## src/rtl/hdmi_packet_pkg.sv

```systemverilog
// Shared HDMI data-island packet types, null packet constants and packet type codes.
package hdmi_packet_pkg;

    typedef logic [23:0]       header_t;
    typedef logic [3:0][55:0]  sub_t;

    localparam header_t NULL_HEADER = 24'h000000;
    localparam sub_t    NULL_SUB    = 224'h0;

    localparam logic [7:0] PKT_ACR          = 8'h01;
    localparam logic [7:0] PKT_AUDIO_SAMPLE = 8'h02;
    localparam logic [7:0] PKT_AVI          = 8'h82;
    localparam logic [7:0] PKT_SPD          = 8'h83;
    localparam logic [7:0] PKT_AUDIO_IF     = 8'h84;

    // Index of the lowest set bit of a mask; 0 when the mask is empty.
    function automatic int lowest_set_bit(input logic [31:0] mask);
        int r;
        r = 0;
        for (int i = 31; i >= 0; i--) begin
            r = mask[i] ? i : r;
        end
        return r;
    endfunction

endpackage

```

## src/rtl/round_robin_arbiter.sv

```systemverilog
// Combinational round-robin pick: first eligible index at or after ptr (wrapping),
// and the next MASK position after the winner as the proposed new pointer.
module round_robin_arbiter #(
    parameter int            N    = 5,
    parameter logic [N-1:0]  MASK = {N{1'b1}},
    parameter int            PW   = (N > 1) ? $clog2(N) : 1
) (
    input  logic [N-1:0]   elig,
    input  logic [PW-1:0]  ptr,
    output logic [N-1:0]   onehot,
    output logic [PW-1:0]  next_ptr
);

    // Rotating search from ptr, then locate the next masked slot after the winner.
    always_comb begin
        int   idx;
        int   win;
        int   j;
        logic found;
        logic hit;
        logic nf;
        logic take;
        onehot   = {N{1'b0}};
        next_ptr = ptr;
        found    = 1'b0;
        win      = 0;
        idx      = 0;
        j        = 0;
        hit      = 1'b0;
        nf       = 1'b0;
        take     = 1'b0;
        for (int i = 0; i < N; i++) begin
            idx         = int'(ptr) + i;
            idx         = (idx >= N) ? idx - N : idx;
            hit         = elig[idx] & ~found;
            onehot[idx] = hit;
            win         = hit ? idx : win;
            found       = found | elig[idx];
        end
        for (int k = 1; k <= N; k++) begin
            j        = win + k;
            j        = (j >= N) ? j - N : j;
            take     = MASK[j] & ~nf & found;
            next_ptr = take ? PW'(j) : next_ptr;
            nf       = nf | MASK[j];
        end
    end

endmodule

```

## src/rtl/packet_scheduler.sv

```systemverilog
// Chooses the HDMI data-island packet for each packet slot: streaming sources by
// fixed priority, once-per-frame InfoFrames round-robin, otherwise the null packet.
module packet_scheduler
    import hdmi_packet_pkg::*;
#(
    parameter int                      NUM_SOURCES = 5,
    parameter logic [NUM_SOURCES-1:0]  FRAME_MASK  = 5'b11100
) (
    input  logic                    clk_pixel,
    input  logic                    reset,
    input  logic                    frame_start,
    input  logic [NUM_SOURCES-1:0]  req,
    input  header_t                 src_header [NUM_SOURCES],
    input  sub_t                    src_sub    [NUM_SOURCES],
    input  logic                    packet_slot,
    output header_t                 header,
    output sub_t                    sub,
    output logic [NUM_SOURCES-1:0]  grant,
    output logic [NUM_SOURCES-1:0]  pending,
    output logic                    missed_frame
);

    localparam int             PW        = (NUM_SOURCES > 1) ? $clog2(NUM_SOURCES) : 1;
    localparam logic [PW-1:0]  RESET_PTR = PW'(lowest_set_bit(32'(FRAME_MASK)));
    localparam logic [NUM_SOURCES-1:0] ONE = {{(NUM_SOURCES-1){1'b0}}, 1'b1};

    logic [NUM_SOURCES-1:0] pending_r;
    logic [PW-1:0]          ptr_r;
    logic                   missed_r;

    logic [NUM_SOURCES-1:0] stream_elig_s;
    logic [NUM_SOURCES-1:0] frame_elig_s;
    logic [NUM_SOURCES-1:0] stream_win_s;
    logic [NUM_SOURCES-1:0] rr_win_s;
    logic [PW-1:0]          rr_next_ptr_s;
    logic [NUM_SOURCES-1:0] win_s;
    logic                   rr_take_s;
    logic [NUM_SOURCES-1:0] pending_next_s;
    header_t                win_hdr_s;
    sub_t                   win_sub_s;

    // Eligibility split: streaming follows req, frame sources follow pending.
    always_comb begin
        stream_elig_s = req & ~FRAME_MASK;
        frame_elig_s  = pending_r & FRAME_MASK;
        // Isolate the lowest set bit: lowest index has highest priority.
        stream_win_s  = stream_elig_s & (~stream_elig_s + ONE);
    end

    round_robin_arbiter #(
        .N    (NUM_SOURCES),
        .MASK (FRAME_MASK),
        .PW   (PW)
    ) u_rr (
        .elig     (frame_elig_s),
        .ptr      (ptr_r),
        .onehot   (rr_win_s),
        .next_ptr (rr_next_ptr_s)
    );

    // Final winner, pending update (frame_start set beats grant clear) and payload mux.
    always_comb begin
        rr_take_s      = ~(|stream_elig_s) & (|rr_win_s);
        win_s          = (|stream_elig_s) ? stream_win_s : rr_win_s;
        pending_next_s = packet_slot ? (pending_r & ~win_s) : pending_r;
        pending_next_s = frame_start ? (pending_next_s | FRAME_MASK) : pending_next_s;
        win_hdr_s      = NULL_HEADER;
        win_sub_s      = NULL_SUB;
        for (int i = 0; i < NUM_SOURCES; i++) begin
            win_hdr_s = win_hdr_s | (src_header[i] & {24{win_s[i]}});
            win_sub_s = win_sub_s | (src_sub[i] & {224{win_s[i]}});
        end
    end

    // Pending flags, round-robin pointer and sticky missed-frame flag.
    always_ff @(posedge clk_pixel or posedge reset) begin
        if (reset) begin
            pending_r <= {NUM_SOURCES{1'b0}};
            ptr_r     <= RESET_PTR;
            missed_r  <= 1'b0;
        end else begin
            pending_r <= pending_next_s;
            if (packet_slot && rr_take_s) begin
                ptr_r <= rr_next_ptr_s;
            end else begin
                ptr_r <= ptr_r;
            end
            missed_r <= missed_r | (frame_start & (|pending_r));
        end
    end

    // Registered packet outputs: captured on packet_slot and held until the next one.
    always_ff @(posedge clk_pixel or posedge reset) begin
        if (reset) begin
            header <= NULL_HEADER;
            sub    <= NULL_SUB;
            grant  <= {NUM_SOURCES{1'b0}};
        end else if (packet_slot) begin
            header <= win_hdr_s;
            sub    <= win_sub_s;
            grant  <= win_s;
        end else begin
            header <= header;
            sub    <= sub;
            grant  <= {NUM_SOURCES{1'b0}};
        end
    end

    assign pending      = pending_r;
    assign missed_frame = missed_r;

endmodule

```

## config.mk

```make
export PLATFORM = sky130hd
export DESIGN_NAME = packet_scheduler
export DESIGN_NICKNAME = d
export VERILOG_FILES = /design/src/rtl/hdmi_packet_pkg.sv /design/src/rtl/round_robin_arbiter.sv /design/src/rtl/packet_scheduler.sv
export SDC_FILE = /design/constraint.sdc
export NUM_CORES = 1
export LEC_CHECK = 0
export ABC_AREA = 0
export CAP_MARGIN = 5
export CORE_AREA = 4 4 591 593
export DETAILED_ROUTE_END_ITERATION = 10
export DIE_AREA = 0 0 595 597
export PLACE_DENSITY = 0.3
export SKIP_LAST_GASP = 1
export SYNTH_ARGS = -nofsm -noshare
export SYNTH_HDL_FRONTEND = slang
export SYNTH_SLANG_ARGS = --single-unit
```

## constraint.sdc

```tcl
create_clock -name clk_pixel -period 18.81 [get_ports clk_pixel]
set_input_delay 3.762 -clock clk_pixel [delete_from_list [all_inputs] [get_ports clk_pixel]]
set_output_delay 3.762 -clock clk_pixel [all_outputs]
set_load 0.005 [all_outputs]
```

Word level (Yosys, flattened, before mapping)
Memories as Yosys holds them, arrays and structs flattened.
Cells that the tools add are included.
- register bits after elaboration: 262
- output and inout bits: 259
- bits in read-only memories: 40
- input bits: 1249
- logic and storage cells: 190
- memories: 5
- magnitude comparators: 25
- bitwise logic cells: 55
- muxes and demuxes: 63
- add/subtract/negate cells: 20
- reduce and logical (&&, ||, !) cells: 12
- memories (name ; words ; bits a word ; rd ports ; clocked after Yosys merged registers in ; write ports ; RTL line ; text):
    (no name shown) ; 8 ; 1 ; 1 ; 0 ; 0 ; round_robin_arbiter.sv:43 ; take = MASK[j] & ~nf & found;
    (no name shown) ; 8 ; 1 ; 1 ; 0 ; 0 ; round_robin_arbiter.sv:45 ; nf = nf | MASK[j];
    (no name shown) ; 8 ; 1 ; 1 ; 0 ; 0 ; round_robin_arbiter.sv:43 ;
    (no name shown) ; 8 ; 1 ; 1 ; 0 ; 0 ; round_robin_arbiter.sv:43 ;
    (no name shown) ; 8 ; 1 ; 1 ; 0 ; 0 ; round_robin_arbiter.sv:43 ;
- operator list (cell ; number):
    $and A224 B224 Y224 ; 5
    $or A224 B224 Y224 ; 4
    $mux W32 ; 15
    $lt A32 B5 Y1 const B ; 10
    $ge A32 B4 Y1 const B ; 9
    $sub A32 B4 Y32 const B ; 9
    $ge A32 B1 Y1 const B ; 5
    $and A24 B24 Y24 ; 5
    $or A24 B24 Y24 ; 4
    $add A32 B3 Y32 const B ; 2
    $add A32 B4 Y32 const B ; 2
    $add A32 B2 Y32 const B ; 1
    $mux W1 ; 25
    $bwmux W5 ; 4
    $mux W5 ; 4
    $and A1 B1 Y1 ; 15
    $bmux W1 S3 ; 5
    $demux W1 S3 ; 5
    $mux W3 ; 5
    $and A5 B5 Y5 ; 2
    $reduce_or A5 Y1 ; 2
    $not A1 Y1 ; 9
    $add A3 B2 Y4 const B ; 2
    $or A1 B1 Y1 ; 8
    13 further kinds ; 18

Longest topological paths before layout
Gate-level depths: netlist (run 1).
- depth after elaboration: 26
- gate-level depth with buffers: 23
- depth with buffers taken out: 22

Hierarchy
A second synthesis (run 1) with hierarchy kept.
- cell total of the unflattened synthesis: 2564
- area, all modules: 20558.5 µm²
- modules (own cells, without submodules) (module ; cells each ; instances ; seq. area each (µm²) ; area each (µm²)):
    packet_scheduler ; 2027 ; 1 ; 6557.5 ; 16791.1
    round_robin_arbiter ; 537 ; 1 ; 0.0 ; 3767.4

Worst setup path after synthesis (run 1)
OpenSTA, ideal clock, no wires.
- kind: in2reg
- start: in req[1]
- end: reg sub[199] (netlist name)
- data required time: 18.733 ns
- library setup time: 0.077 ns
- cell stages on the path: 10
- slack: 13.491 ns
- data arrival time: 5.242 ns
- buffers on the path: 4
- cells stage by stage: clkbuf_1 a211oi_1 a21o_1 clkbuf_1 clkbuf_1 buf_1 nand2_1 nand3_1 a221oi_1 a21oi_1
- cells in the longest elaborated chain, start to end: 9
- elaborated cells on any way between the ends: 14
- classes of those cells: 1 x add/sub; 1 x mux; 11 x bitwise; 1 x reduce/logical
- ends and longest elaborated chain (element ; RTL line ; text):
    start, declared ; packet_scheduler.sv:12 ; input logic [NUM_SOURCES-1:0] req,
    $not A2 Y5 ; packet_scheduler.sv:47 ; stream_win_s = stream_elig_s & (~stream_elig_s + ONE);
    $add A5 B1 Y5 ; packet_scheduler.sv:47 ;
    $and A2 B5 Y5 ; packet_scheduler.sv:47 ;
    $mux W5 (*) ; packet_scheduler.sv:64 ; win_s = (|stream_elig_s) ? stream_win_s : rr_win_s;
    $and A224 B224 Y224 ; packet_scheduler.sv:71 ; win_sub_s = win_sub_s | (src_sub[i] & {224{win_s[i]}});
    $or A224 B224 Y224 (3 in series) ; packet_scheduler.sv:71 ;
    $or A224 B224 Y224 (*) ; packet_scheduler.sv:71 ;
    end signal, assigned ; packet_scheduler.sv:100 ; sub <= win_sub_s;
    end signal, assigned ; packet_scheduler.sv:104 ; sub <= sub;
    end, declared ; packet_scheduler.sv:17 ; output sub_t sub,
Every way passes the cells marked *; elsewhere a longest branch is shown, timed or not.
A chain may end at the register's enable or synchronous reset.

Worst setup path in the final report (run 1)
- start: reg ptr_r[1]
- end: reg sub[9] (netlist name)
- cells in the longest elaborated chain, start to end: 18
- elaborated cells on any way between the ends: 85
- classes of those cells: 9 x add/sub; 15 x order compare; 35 x mux; 21 x bitwise; 5 x reduce/logical
- ends and longest elaborated chain (element ; RTL line ; text):
    start, declared ; packet_scheduler.sv:28 ; logic [PW-1:0] ptr_r;
    start signal, assigned ; packet_scheduler.sv:84 ; ptr_r <= rr_next_ptr_s;
    start signal, assigned ; packet_scheduler.sv:86 ; ptr_r <= ptr_r;
    branches (longest 11 deep; another with $sub A32 B4 Y32) ; -- ;
    $bwmux W5 (*) ; round_robin_arbiter.sv:36 ; onehot[idx] = hit;
    $mux W5 (*) ; packet_scheduler.sv:64 ;
    $and A224 B224 Y224 ; packet_scheduler.sv:71 ;
    $or A224 B224 Y224 (3 in series) ; packet_scheduler.sv:71 ;
    $or A224 B224 Y224 (*) ; packet_scheduler.sv:71 ;
Mark *: on every way between the ends. The select of a mux whose other input is x is not followed.

==> results_dict.tcl, run 1 <==
set metrics [dict create \
    synth_nets 3872 \
    first_iter_violations 2128 \
    cts-root-buf "clkbuf_16" \
    boundaryPins 1508 \
    clock_sinks 262 \
    setup_viol 0 \
    wl_mm 294 \
    grt_max_degree 115 \
    post_cts_buffers 0 \
    power.leakage_nw 13.9 \
    power_density_nw_per_um2 128 \
    synth_top_flop_cell "dfrtp_1" \
    placementRows 216 \
    cp_cell_sequence "inv_1 -> ha_1 -> nor2_1 -> a22o_1 -> o21ai_2 -> and2_1 -> nand2_1 -> or3_1 -> o32ai_1 -> a32oi_1 -> nand2_1 -> o21ai_0 -> nor3_2 -> buf_4 -> buf_4 -> buf_4 -> a221oi_1 -> a21oi_1" \
    clk_latency_ps 720 \
    cts_buffers 48 \
    slowest_delay_ps 810 \
    design.die.area_um2 355000 \
    ys_types 91 \
    drt-wirelength-per-cell_um 33.9 \
    netlist_area_um2 18500 \
    grt_overflow 0 \
    startpoint_type "flop" \
    portBuffers 1504 \
    peakVddDrop_mv 0.165 \
    grt_pass1_wl_mm 359 \
    cts_tree "yes" \
    cpLargestDelayFamily "buffers and inverters" \
    slew-limit-headroom_pct 1.96 \
    setup_tns_ps 0 \
    finalWorstSetupSlack_ps 11170 \
    worstPathRequired_ps 19430 \
    viasPerCell 3.22 \
    rsz0062_at_grt "false" \
    syn_to_final_growth_pct 120 \
    hpwl_mm 256 \
    period_needed_ps 7640 \
    drtAntennaViolNets 0 \
    nets 5269 \
    placed_cells 8520 \
    ys_seq_area_share_pct 35.5 \
    drv_cap 0 \
    place.gp.congestion 0.893 \
    die_y_um 597 \
    status "finished, final reports clean" \
    clock.fmax_mhz 131 \
    worstMarginPinSlew_ps 1470 \
    min_path_type "flop to flop" \
    path_common_cell "buf_4" \
    layout-drive-gt1-share_pct 4.37 \
    clk_pin_slew_ps 60 \
    cp_slowest_cell "ha_1" \
    cp_num_buf_inv 4 \
    synth_edf_count 0 \
    end_kind "flop" \
    cts_max_level 2 \
    crit_arrival_ps 8260 \
    antenna_found_initial 247 \
    dieWidth_um 595 \
    final_cells 8665 \
    criticalPathCategory "flop to flop" \
    drc_errors 0 \
    skew_ps 65.2 \
    cts-resized-gates 0 \
    synthArstFlopShare_pct 100 \
    finalHoldViolCount 0 \
    ys_seq_elements 262 \
    avgSynthCellArea_um2 7.13 \
    coreArea_um2 345000 \
    synthCells 2595 \
    grt_util_all_layers_pct 15.8 \
    place_ws_ps 10730 \
    clockBufferDepth 3 \
    dr.pass1.iters 6 \
    start_util_pct 5.37 \
    drv_slew 0 \
    critPathMaxFanout 65 \
    vias 27900 \
    grt_pass1_vias 28900 \
    min_period_over_period_pct 40.6 \
    yosys_warnings 0 \
    postCtsHoldBufs 0 \
]
==> cells in the mapped netlist, types with 3 or more instances <==
master | count | area (µm²)
a31oi_1 | 3 | 18.8
a32oi_1 | 5 | 43.8
a21o_1 | 6 | 45.0
o211ai_1 | 5 | 37.5
or3_1 | 3 | 18.8
o22ai_1 | 5 | 31.3
clkbuf_1 | 182 | 683
mux2i_1 | 5 | 50.1
nor3_1 | 7 | 35.0
nand3b_1 | 3 | 22.5
nor2_1 | 284 | 1070
a31o_2 | 4 | 35.0
nor2b_1 | 11 | 68.8
dfrtp_1 | 261 | 6530
or4_1 | 3 | 22.5
inv_1 | 19 | 71.3
nand2_1 | 792 | 2970
xnor2_1 | 10 | 87.6
and2_1 | 7 | 43.8
buf_1 | 15 | 56.3
buf_6 | 6 | 67.6
a32o_1 | 3 | 30.0
a21oi_1 | 272 | 1360
or2_2 | 3 | 18.8
a221oi_1 | 250 | 2190
mux2_2 | 3 | 33.8
o2111ai_1 | 5 | 43.8
ha_1 | 27 | 338
nand3_1 | 260 | 1300
o21a_1 | 3 | 22.5
o221ai_1 | 3 | 26.3
and3_1 | 8 | 50.1
a211o_1 | 4 | 35.0
o21ai_0 | 20 | 100
nand2b_1 | 13 | 81.3
o21ai_1 | 4 | 20.0
nand4_1 | 7 | 43.8
buf_2 | 4 | 20.0
a211oi_1 | 3 | 22.5
==> report_power, final <==
part / internal [mW] / switching, mW
Sequential: 0.725 / 0.115
Combinational: 1.31 / 2.11
Clock: 0.499 / 0.417
Total: 2.54 / 2.64
==> metal layers <==
metal  share of wire, %  global-route usage, %  vias to the layer above
li1                   -                      -                    12100
met1                 37                   16.5                    13700
met2                 51                   29.0                     1488
met3                9.3                   6.93                      448
met4                2.7                   3.71                      110
met5               0.23                      0                        -
==> stage by stage <==
step	hold WS (ps)	cell area (µm²)	total power [mW]	util, %
6_report	485	40600	5.18	11.8
5_1_grt	502	40500	5.53	11.8
4_1_cts	482	40500	5.34	11.7
3_5_place_dp	461	38900	4.35	11.3
3_3_place_gp	461	38900	4.35	11.3
2_1_floorplan	459	18500	2.54	-
==> worst register-to-register path, delay by kind of cell (launching register included) <==
| family | cells | cell delay, ps |
|---|---|---|
| adders and majority gates | 1 | 810 |
| DFF | 1 | 710 |
| and+or+nand+nor | 6 | 1910 |
| buffers and inverters | 4 | 2330 |
| AOI/OAI and AO/OA | 7 | 1850 |
==> worst paths after layout <==
kind	start	end	slack (ps)	depth (start not counted)
min in group asynchronous	reset	sub[107]$_DFFE_PP0P_	3480	2
min reg2reg	missed_frame$_DFF_PP0_	missed_frame$_DFF_PP0_	490	1
max in group asynchronous	reset	sub[189]$_DFFE_PP0P_	13820	3
max reg2reg	ptr_r[1]$_DFFE_PP1P_	sub[9]$_DFFE_PP0P_	11170	18
min	missed_frame$_DFF_PP0_	missed_frame$_DFF_PP0_	490	1
max	ptr_r[1]$_DFFE_PP1P_	sub[9]$_DFFE_PP0P_	11170	18
==> cell usage in the layout (no fill, tap or decap), types with 4 or more instances in the layout <==
cell type	synthesis	layout
and2_1	7	7
clkbuf_16	0	48
mux2i_1	5	5
nand2_1	792	792
clkdlybuf4s50_1	0	1503
nand4_1	7	7
buf_4	1	46
diode_2	0	61
nor3_1	7	4
o21ai_1	4	4
nor2b_1	11	11
inv_1	19	18
buf_12	0	5
o21ai_0	20	20
clkinv_2	0	6
dfrtp_1	261	261
a21oi_1	272	272
nor3_2	1	4
a31o_2	4	4
nor2_1	284	283
and3_1	8	8
clkbuf_1	182	12
nand3_1	260	260
a211o_1	4	4
ha_1	27	27
o22ai_1	5	5
xnor2_1	10	10
clkbuf_8	0	6
a221oi_1	250	250
o2111ai_1	5	5
clkinv_4	0	4
nand2b_1	13	13
o211ai_1	5	5
a21o_1	6	5
a32oi_1	5	5
==> area by class of cell <==
class | count | area (µm²)
antenna | 61 | 153
clock buffer | 66 | 1330
clock inverter | 18 | 195
fill | 40000 | 304000
inverter | 21 | 86.3
multi-input combinational | 2104 | 11100
sequential | 262 | 6560
tap | 4578 | 5730
timing repair buffer | 1555 | 15500
==> flip-flops by register name (all words and copies together) (netlist names) <==
| name | flops |
|---|---|
| header | 24 |
| sub | 224 |
| pending | 5 |
| ptr_r | 3 |
| grant | 5 |
| missed_frame | 1 |
==> logic make-up after synthesis <==
| family | Yosys count | share of synthesized area, % |
|---|---|---|
| AND/OR/NAND/NOR | 1422 | 32.1 |
| AO/OA/AOI/OAI | 632 | 24.2 |
| flip-flops | 262 | 35.5 |
| buffers and inverters | 229 | 4.94 |
| adder cells (fa/ha/maj) | 28 | 1.94 |
| XOR/XNOR | 12 | 0.683 |
| multiplexers | 10 | 0.697 |
No activity file was read; power rests on OpenSTA's default activity.
==> run 2: changes to the inputs <==
Clock period 18.81 ns to 6.6 ns, I/O delays scaled along.
==> run 2 against run 1 <==
Against the previous run:
- clock skew rose by 14 ps
- global-route usage about the same
- register-to-register slack worse by 10000 ps
- wire length grew 0.13%
- flip-flop and latch count unchanged
- combinational power grew to 3.3 times the previous value
- via count increased by 2.4%
- final cell count is 1.6% higher
- utilization grew 0.48 points
- total power grew to 3.2 times the previous value
- largest cell class unchanged
==> results_dict.tcl, run 2 (synthesis results as in run 1) <==
set metrics [dict create \
    grt_overflow 0 \
    wl_mm 294 \
    antenna_found_initial 296 \
    hpwl_mm 261 \
    crit_arrival_ps 6350 \
    clk_latency_ps 730 \
    vias 28600 \
    ff2ff_path_depth 21 \
    post_cts_buffers 0 \
    p_int_mw 8.79 \
    setup_tns_ps 0 \
    power.leakage_nw 14.8 \
    grt_max_degree 91 \
    drtAntennaViolNets 0 \
    cts-resized-gates 0 \
    die_y_um 597 \
    grt_pass1_wl_mm 359 \
    placed_cells 8663 \
    final_area_um2 42300 \
    largest-register "sub" \
    final_cells 8807 \
    clk_pin_slew_ps 50 \
    min_path_cells 1 \
    dieWidth_um 595 \
    drv_cap 0 \
    cts_tree "yes" \
    min_period_over_period_pct 88.4 \
    grt_util_all_layers_pct 15.9 \
    clock_sinks 262 \
    swShare_pct 47.3 \
    reg2reg_to "ptr_r[0]$_DFFE_PP0P_" \
    min_path_type "flop to flop" \
    clockBufferDepth 3 \
    place_area_um2 40400 \
    power_density_nw_per_um2 394 \
    startpoint_type "flop" \
    critPathMaxFanout 11 \
    worstMarginPinSlew_ps 836 \
    place.gp.congestion 0.940 \
    worstPathRequired_ps 7120 \
    drv_slew 0 \
    start_util_pct 5.37 \
    period_needed_ps 5840 \
    coreArea_um2 345000 \
    r2r_slack_ps 760 \
    most-common-layout-cells "clkdlybuf4s50_1, nand2_1, nor2_1, a21oi_1, dfrtp_1" \
    cts_buffers 47 \
    setup_viol 0 \
    slew-limit-headroom_pct 44.3 \
    power_frac_clock_pct 17.6 \
    biggestRegsByFlops "sub: 224 flops, header: 24 flops" \
    viasPerCell 3.25 \
    grt_pass1_vias 28800 \
    drc_errors 0 \
    dr.pass1.iters 5 \
    largest_reg_flops 224 \
    nets 5411 \
    pwr-share-comb_pct 67.9 \
    worstHoldStart "missed_frame$_DFF_PP0_" \
    cts-root-buf "clkbuf_16" \
    holdPathEnd "missed_frame$_DFF_PP0_" \
    clock.fmax_mhz 171 \
    boundaryPins 1508 \
    postCtsHoldBufs 0 \
    status "finished, final reports clean" \
    syn_to_final_growth_pct 129 \
    rsz0062_at_grt "false" \
    drt-wirelength-per-cell_um 33.4 \
    finalHoldViolCount 0 \
    cts_max_level 2 \
    timing.rr.start "ptr_r[1]$_DFFE_PP1P_" \
    seq_power_share_pct 14.5 \
    portBuffers 1504 \
    final_common_cell "clkdlybuf4s50_1" \
    peakVddDrop_mv 0.444 \
    hold_ws_ps 477 \
    power_mw 16.7 \
    layout-drive-gt1-share_pct 7.68 \
    criticalPathCategory "flop to flop" \
    design.die.area_um2 355000 \
    end_kind "flop" \
    p_switching_mw 7.88 \
    skew_ps 79.0 \
    placementRows 216 \
    first_iter_violations 2309 \
]
[run 2: critical path, stage by stage (launching register included)]
cell and delay, ps:
dfstp_2 690, inv_1 330, ha_1 310, ha_1 390
and3_1 250, o211ai_2 290, o21a_1 300, nand3_2 130
nor4_2 310, buf_4 190, nand2_1 80, nand2_1 160
inv_1 80, ha_1 200, nor2b_1 160, o211ai_1 220
a31oi_1 150, or4_4 590, a2111oi_0 510, buf_4 190
a211o_1 110, a22oi_2 50
[run 2: stage by stage]
step	utilization, %	setup WS, ps
final	12.3	764
after global routing	12.2	370
after floorplan	-	1560
after CTS	12.2	643
after global placement	11.7	559
after detailed placement	11.7	652
[run 2: power by group through the flow]
stage                     logic (mW)  clock network, mW  registers (mW)
after floorplan                 4.85                  0            2.37
after global placement          11.8                  0            2.43
after detailed placement        11.6                  0            2.44
after CTS                       11.7               3.11            2.42
after global routing            12.2               3.12            2.47
final                           11.3               2.93            2.41
[run 2: worst max-delay path by stage]
stage	from	end	cells after the start
after floorplan	ptr_r[1]$_DFFE_PP1P_	ptr_r[0]$_DFFE_PP0P_	19
after global placement	ptr_r[1]$_DFFE_PP1P_	ptr_r[0]$_DFFE_PP0P_	21
after detailed placement	ptr_r[1]$_DFFE_PP1P_	ptr_r[0]$_DFFE_PP0P_	21
after CTS	ptr_r[1]$_DFFE_PP1P_	ptr_r[0]$_DFFE_PP0P_	21
after global routing	ptr_r[1]$_DFFE_PP1P_	ptr_r[0]$_DFFE_PP0P_	21
final	ptr_r[1]$_DFFE_PP1P_	ptr_r[0]$_DFFE_PP0P_	21
[run 2: final cells by class]
type,instances,area [µm²]
inverter,21,82.6
timing repair buffer,1698,17000
sequential,262,6560
multi-input combinational,2104,11000
fill,39800,302000
antenna,62,155
tap,4578,5730
clock inverter,20,412
clock buffer,62,1300
[run 2: metal layers]
metal  routed length (µm)  up-vias  track usage (%)
met5                  934        -                0
met4                 7680      148             3.47
met3                29000      500             7.06
met2               149000     1631             28.7
met1               108000    13900             16.8
li1                     -    12400                -
==> run 3: changes to the inputs <==
Settings changed: CTS_CLUSTER_SIZE from default to 30.
==> results of run 3 <==
No change in the layout: final DEF, timing and power equal those of run 2.
